`config.mk`:
```
export PLATFORM = sky130hd
export DESIGN_NAME = ps2_keyboard_rx
export DESIGN_NICKNAME = d
export VERILOG_FILES = /design/src/rtl/ps2_keyboard_rx_pkg.sv /design/src/rtl/ps2_keyboard_rx_filter.sv /design/src/rtl/ps2_keyboard_rx.sv
export SDC_FILE = /design/constraint.sdc
export NUM_CORES = 1
export LEC_CHECK = 0
export ABC_AREA = 0
export CORE_ASPECT_RATIO = 0.8
export CORE_MARGIN = 3
export CORE_UTILIZATION = 54
export DETAILED_ROUTE_END_ITERATION = 8
export PLACE_DENSITY = 0.75
export RECOVER_POWER = 100
export SETUP_SLACK_MARGIN = 0.05
export SLEW_MARGIN = 30
export SYNTH_ARGS = -nofsm -noshare
export SYNTH_HDL_FRONTEND = slang
export SYNTH_SLANG_ARGS = --single-unit
```
`constraint.sdc`:
```
create_clock -name clock -period 2.1 [get_ports clock]
set_clock_uncertainty 0.05 [all_clocks]
set_input_delay 0.21 -clock clock [delete_from_list [all_inputs] [get_ports clock]]
set_output_delay 0.21 -clock clock [all_outputs]
set_load 0.02 [all_outputs]
```
`src/rtl/ps2_keyboard_rx_pkg.sv`:
```
// Shared constants, decoder state type and frame helpers for the PS/2 keyboard receiver.
package ps2_pkg;

  localparam logic [7:0] PS2_EXT    = 8'hE0;
  localparam logic [7:0] PS2_BRK    = 8'hF0;
  localparam logic [7:0] PS2_PAUSE  = 8'hE1;
  localparam logic [7:0] PS2_ACK    = 8'hFA;
  localparam logic [7:0] PS2_BAT    = 8'hAA;
  localparam logic [7:0] PS2_ECHO   = 8'hEE;
  localparam logic [7:0] PS2_RESEND = 8'hFE;
  localparam logic [7:0] PS2_OVF0   = 8'h00;
  localparam logic [7:0] PS2_OVF1   = 8'hFF;

  localparam logic [2:0] PAUSE_SKIP = 3'd7;

  typedef enum logic {
    IDLE = 1'b0,
    SKIP = 1'b1
  } decState_t;

  // Device responses and overrun codes that never represent a key.
  function automatic logic isDiscard(input logic [7:0] code);
    case (code)
      PS2_ACK, PS2_BAT, PS2_ECHO, PS2_RESEND, PS2_OVF0, PS2_OVF1: isDiscard = 1'b1;
      default: isDiscard = 1'b0;
    endcase
  endfunction

  // Frame layout is {stop, parity, data[7:0], start}; parity is odd over data plus parity.
  function automatic logic frameOk(input logic [10:0] frame);
    frameOk = (frame[0] == 1'b0) && (frame[10] == 1'b1) && ((^frame[9:1]) == 1'b1);
  endfunction

endpackage

```
`src/rtl/ps2_keyboard_rx_filter.sv`:
```
// Two-flop synchroniser followed by a stability filter for one PS/2 line.
module ps2_filter
  import ps2_pkg::*;
#(
  parameter int FILTER = 8
) (
  input  logic clock,
  input  logic reset,
  input  logic line,
  output logic level
);

  localparam int CW = (FILTER > 1) ? $clog2(FILTER) : 1;

  logic [1:0]    syncReg;
  logic [CW-1:0] stableCnt;

  // Bring the asynchronous pin into the clock domain; idle level is high.
  always_ff @(posedge clock or posedge reset) begin
    if (reset) begin
      syncReg <= 2'b11;
    end else begin
      syncReg <= {syncReg[0], line};
    end
  end

  // Toggle the filtered level only after FILTER consecutive differing samples.
  always_ff @(posedge clock or posedge reset) begin
    if (reset) begin
      level     <= 1'b1;
      stableCnt <= '0;
    end else if (syncReg[1] != level) begin
      if (stableCnt == CW'(FILTER - 1)) begin
        level     <= ~level;
        stableCnt <= '0;
      end else begin
        stableCnt <= stableCnt + CW'(1);
      end
    end else begin
      stableCnt <= '0;
    end
  end

endmodule

```
`src/rtl/ps2_keyboard_rx.sv`:
```
// PS/2 keyboard receiver: line conditioning, 11-bit deframing with watchdog,
// and a set-2 prefix decoder producing one strobe per make/break event.
module ps2_keyboard_rx
  import ps2_pkg::*;
#(
  parameter int FILTER  = 8,
  parameter int TIMEOUT = 48000
) (
  input  logic       clock,
  input  logic       reset,
  input  logic       ps2Ck,
  input  logic       ps2Dq,
  output logic       keyPrss,
  output logic       keyStrb,
  output logic [7:0] keyCode,
  output logic       keyExtd,
  output logic       frmErr
);

  logic        ckFilt, dqFilt, ckDly, dqSamp, fallEdge;
  logic [10:0] shiftReg, frameNext;
  logic [3:0]  bitCnt;
  logic [15:0] wdCnt;
  logic        byteValid;
  logic [7:0]  byteData;

  decState_t   state, stateNext;
  logic [2:0]  skipCnt, skipNext;
  logic        extFlag, extNext, brkFlag, brkNext;
  logic        strbNext, prssNext, extdNext;
  logic [7:0]  codeNext;

  ps2_filter #(.FILTER(FILTER)) ckFilter (
    .clock (clock),
    .reset (reset),
    .line  (ps2Ck),
    .level (ckFilt)
  );

  ps2_filter #(.FILTER(FILTER)) dqFilter (
    .clock (clock),
    .reset (reset),
    .line  (ps2Dq),
    .level (dqFilt)
  );

  // Registered falling-edge pulse, with data captured in the same cycle as the edge.
  always_ff @(posedge clock or posedge reset) begin
    if (reset) begin
      ckDly    <= 1'b1;
      fallEdge <= 1'b0;
      dqSamp   <= 1'b1;
    end else begin
      ckDly    <= ckFilt;
      fallEdge <= ckDly & ~ckFilt;
      dqSamp   <= dqFilt;
    end
  end

  assign frameNext = {dqSamp, shiftReg[10:1]};

  // Deframer and watchdog; a falling edge takes priority over a timeout.
  always_ff @(posedge clock or posedge reset) begin
    if (reset) begin
      shiftReg  <= '0;
      bitCnt    <= 4'd0;
      wdCnt     <= 16'd0;
      byteValid <= 1'b0;
      byteData  <= 8'h00;
      frmErr    <= 1'b0;
    end else begin
      byteValid <= 1'b0;
      frmErr    <= 1'b0;
      if (fallEdge) begin
        wdCnt    <= 16'd0;
        shiftReg <= frameNext;
        if (bitCnt == 4'd10) begin
          bitCnt    <= 4'd0;
          byteData  <= frameNext[8:1];
          byteValid <= frameOk(frameNext);
          frmErr    <= ~frameOk(frameNext);
        end else begin
          bitCnt <= bitCnt + 4'd1;
        end
      end else begin
        if (wdCnt != 16'hFFFF) begin
          wdCnt <= wdCnt + 16'd1;
        end
        if ((wdCnt >= 16'(TIMEOUT)) && (bitCnt != 4'd0)) begin
          bitCnt <= 4'd0;
        end
      end
    end
  end

  // Decoder state, prefix flags and the held key-event outputs.
  always_ff @(posedge clock or posedge reset) begin
    if (reset) begin
      state   <= IDLE;
      skipCnt <= 3'd0;
      extFlag <= 1'b0;
      brkFlag <= 1'b0;
      keyStrb <= 1'b0;
      keyPrss <= 1'b0;
      keyExtd <= 1'b0;
      keyCode <= 8'h00;
    end else begin
      state   <= stateNext;
      skipCnt <= skipNext;
      extFlag <= extNext;
      brkFlag <= brkNext;
      keyStrb <= strbNext;
      keyPrss <= prssNext;
      keyExtd <= extdNext;
      keyCode <= codeNext;
    end
  end

  // Prefix resolution: E0/F0 accumulate flags, E1 swallows the pause sequence.
  always_comb begin
    stateNext = state;
    skipNext  = skipCnt;
    extNext   = extFlag;
    brkNext   = brkFlag;
    strbNext  = 1'b0;
    prssNext  = keyPrss;
    extdNext  = keyExtd;
    codeNext  = keyCode;
    case (state)
      IDLE: begin
        if (frmErr) begin
          extNext = 1'b0;
          brkNext = 1'b0;
        end else if (byteValid) begin
          if (byteData == PS2_EXT) begin
            extNext = 1'b1;
          end else if (byteData == PS2_BRK) begin
            brkNext = 1'b1;
          end else if (byteData == PS2_PAUSE) begin
            stateNext = SKIP;
            skipNext  = PAUSE_SKIP;
            extNext   = 1'b0;
            brkNext   = 1'b0;
          end else if (isDiscard(byteData)) begin
            extNext = 1'b0;
            brkNext = 1'b0;
          end else begin
            strbNext = 1'b1;
            prssNext = ~brkFlag;
            extdNext = extFlag;
            codeNext = byteData;
            extNext  = 1'b0;
            brkNext  = 1'b0;
          end
        end else begin
          stateNext = IDLE;
        end
      end
      SKIP: begin
        if (frmErr) begin
          stateNext = IDLE;
          skipNext  = 3'd0;
          extNext   = 1'b0;
          brkNext   = 1'b0;
        end else if (byteValid) begin
          skipNext = skipCnt - 3'd1;
          if (skipCnt == 3'd1) begin
            stateNext = IDLE;
          end else begin
            stateNext = SKIP;
          end
        end else begin
          stateNext = SKIP;
        end
      end
      default: begin
        stateNext = IDLE;
        skipNext  = 3'd0;
        extNext   = 1'b0;
        brkNext   = 1'b0;
      end
    endcase
  end

endmodule

```
==> run summary <==
Slew HR = 42.7%
final worst path period share = 95.0%
min-delay src = dqFilter.syncReg[0]
initial antenna violation count = 0
post-synthesis sequential area ratio = 53.9%
DP Wirelength = 4170 um
Hold WS = 0.308 ns
Layout area overhead = 17.7%
die area = 7220 sq um
input/output buffers = 15
average footprint of a synthesized cell = 11.6 sq um
Starting DRT DRC Count = 191
Reg clk slew, reported paths = 0.07 ns
synth top area cells = dfrtp_1, mux2_2, dfstp_2
first-pass GRT wire length = 10700 um
H-Tree Depth = 3
Mapped Area = 3360 sq um
GRT Util Overall = 19.1%
root buffer cell = clkbuf_8
peak supply drop = 0.698 mV
GPL Wtd Cong = 0.828
vias in the first global route = 2283
Max Cap Violations = 0
clock latency on the worst-skew pair = 0.34 ns
switching pwr = 1.02 mW
Fillers = 454
Yosys reg bits = 72
Antenna Cells = 0
combinational share of power = 17.6%
arrival time worst endpoint = 2.17 ns
number of CTS-inserted buffers = 9
Starting Density = 56.3%
CTS tree = yes
Worst setup startpoint = byteData[4]
final WL = 5970 um
synthesis warning total = 0
status = completed
WS Path Type = reg2reg
worst r2r src = byteData[4]
CTS sink count = 72
Max Fclk = 0.501 GHz
Sw Share = 27.0%
Avg WL per Cell = 14.3 um
I/O Pins = 16
Most used DFF post-synth = dfrtp_1
synth unique cells = 39
Placement Cell Area = 3720 sq um
final core occ = 66.2%
crit start category = flop
power density cells = 957 nW/um^2
Final Instance Area = 3960 sq um
Std-Cell Rows = 25
post-synth top area cell = dfrtp_1
chip height = 76.6 um
Synthesized Nets = 305
final setup vio count = 0
CTS Buffer Depth = 2
largest net degree at the start of global routing = 36
Cells after Synth = 290
clock network fraction of total power = 35.7%
Int Pwr = 2.76 mW
Seq pwr share = 46.6%
Worst Hold Class = reg2reg
proportion of netlist area held by the largest area contributor = 47.6%
Die Wd = 94.2 um
Setup TNS = 0 ns
topmost layer with routed signal wires = met4
Post-CTS Hold Fix Bufs = 0
met2 wire length = 2680 um
grt ovf = 0
Core Box Area = 5970 sq um
layout cells sized above 1 = 21.2%
metal1 wirelength = 2850 um
drt via density = 5.50
minimum clock period = 1.99 ns
area of the multi-input gates = 1470 sq um
post-route ant nets = 0
critical path peak fanout = 6
CP Data Required Time = 2.28 ns
vias post-DR = 2288
met3 wire len = 337 um
most frequent cells after synthesis = dfrtp_1, mux2_2, a21oi_1, nor2_1, nand2_1
Reg area = 1810 sq um
Hold Vio Cnt, Final = 0
Worst Tran Pin Value = 0.855 ns
most numerous cell in the Yosys netlist = dfrtp_1
Layout Nets = 345
Async SR Flop Fraction = 100%
leak pwr = 1.91 nW
max-slew violation count = 0
Residual DRC = 0
crit path capture type = flop
Post-synth EDFFs = 0
first drt pass iteration count = 4
RSZ-0062 raised after global routing = no
-- worst paths after layout --
| path | end | slack (ns) | cells past startpoint |
|---|---|---|---|
| setup / recovery | keyCode[5] | 0.11 | 4 |
| hold / removal | dqFilter.syncReg[1] | 0.31 | 0 |
| setup reg to reg | keyCode[5] | 0.11 | 4 |
| hold reg to reg | dqFilter.syncReg[1] | 0.31 | 0 |
| max in group asynchronous | byteData[3] | 0.35 | 3 |
| min in group asynchronous | ckFilter.stableCnt[1] | 0.39 | 2 |
-- power by group through the flow --
stage / Combinational (mW) / Sequential, mW / Clock (mW)
floorplan: 0.573 / 1.74 / 0
global placement: 0.668 / 1.78 / 0
detailed placement: 0.694 / 1.79 / 0
CTS: 0.697 / 1.77 / 1.39
global route: 0.779 / 1.80 / 1.45
finish: 0.669 / 1.77 / 1.35
-- registers in the layout (all words and copies together) (netlist names) --
signal / flops
bitCnt: 4
dqFilter.level: 1
ckFilter.level: 1
dqFilter.syncReg: 2
dqFilter.stableCnt: 3
frmErr: 1
extFlag: 1
brkFlag: 1
byteValid: 1
keyExtd: 1
keyCode: 8
dqSamp: 1
wdCnt: 16
ckFilter.syncReg: 2
byteData: 8
ckFilter.stableCnt: 3
keyStrb: 1
shiftReg: 10
state: 1
fallEdge: 1
keyPrss: 1
ckDly: 1
skipCnt: 3
-- timing repair --
item                       in CTS  in global routing
buffers inserted                2                  1
cloned                          1                  0
resized for setup               1                  0
pin swaps                       1                  1
setup endpoints to repair      10                  6
hold endpoints to repair        0                  0
-- kinds of logic (layout without fill, tap and decap cells) --
logic type                 Yosys count  in the layout  synth area share, %
adders and majority gates           11             11                 4.09
AOI/OAI and AO/OA                   46             47                 8.37
muxes                               38             38                 13.5
DFF                                 72             72                 53.9
xor gates and xnor gates            11             11                 3.27
buffers and inverters               20             64                 2.49
and+or+nand+nor                     92             92                 14.4
-- per-layer routing --
metal / GRT usage (%) / up-vias
li1: - / 1117
met1: 26.9 / 1113
met2: 28.0 / 48
met3: 5.33 / 10
met4: 7.07 / 0
met5: 0 / -
-- worst max-delay path: stages (launching register included) --
cell and delay [ns]:
dfrtp_1 0.42, or4_1 0.53, a211o_1 0.34, o2111ai_4 0.17, mux2_1 0.37
-- final cells by class --
| cell class | instances | area share [%] |
|---|---|---|
| flip-flops and latches | 72 | 45.8 |
| inverters | 14 | 1.36 |
| clock inverters | 5 | 2.59 |
| multi-input cells | 199 | 37.2 |
| clock buffers | 11 | 3.83 |
| repair buffers | 34 | 6.70 |
| well taps | 81 | 2.56 |
-- per-stage QoR --
stage,instances,power (mW),setup WS (ns)
2_1_floorplan,290,2.32,0.112
3_3_place_gp,396,2.45,-0.107
3_5_place_dp,396,2.49,-0.145
4_1_cts,415,3.85,0.0705
5_1_grt,416,4.03,0.0415
6_report,416,3.79,0.106
-- cell usage in the layout, fill, tap and decap left out, drive strengths merged, types with 5 or more instances in the layout --
master / Yosys / final
dlygate4sd3: 0 / 15
nor3: 10 / 10
nand3: 9 / 9
nor2b: 11 / 11
inv: 14 / 13
dfstp: 8 / 8
buf: 2 / 9
clkbuf: 4 / 21
xnor2: 6 / 6
a21oi: 17 / 17
ha: 11 / 11
o21ai: 13 / 13
nand4: 5 / 5
o31ai: 5 / 5
mux2: 36 / 36
dfrtp: 64 / 64
nand2: 15 / 15
nor2: 17 / 17
Power figures use the tool's default switching activity.
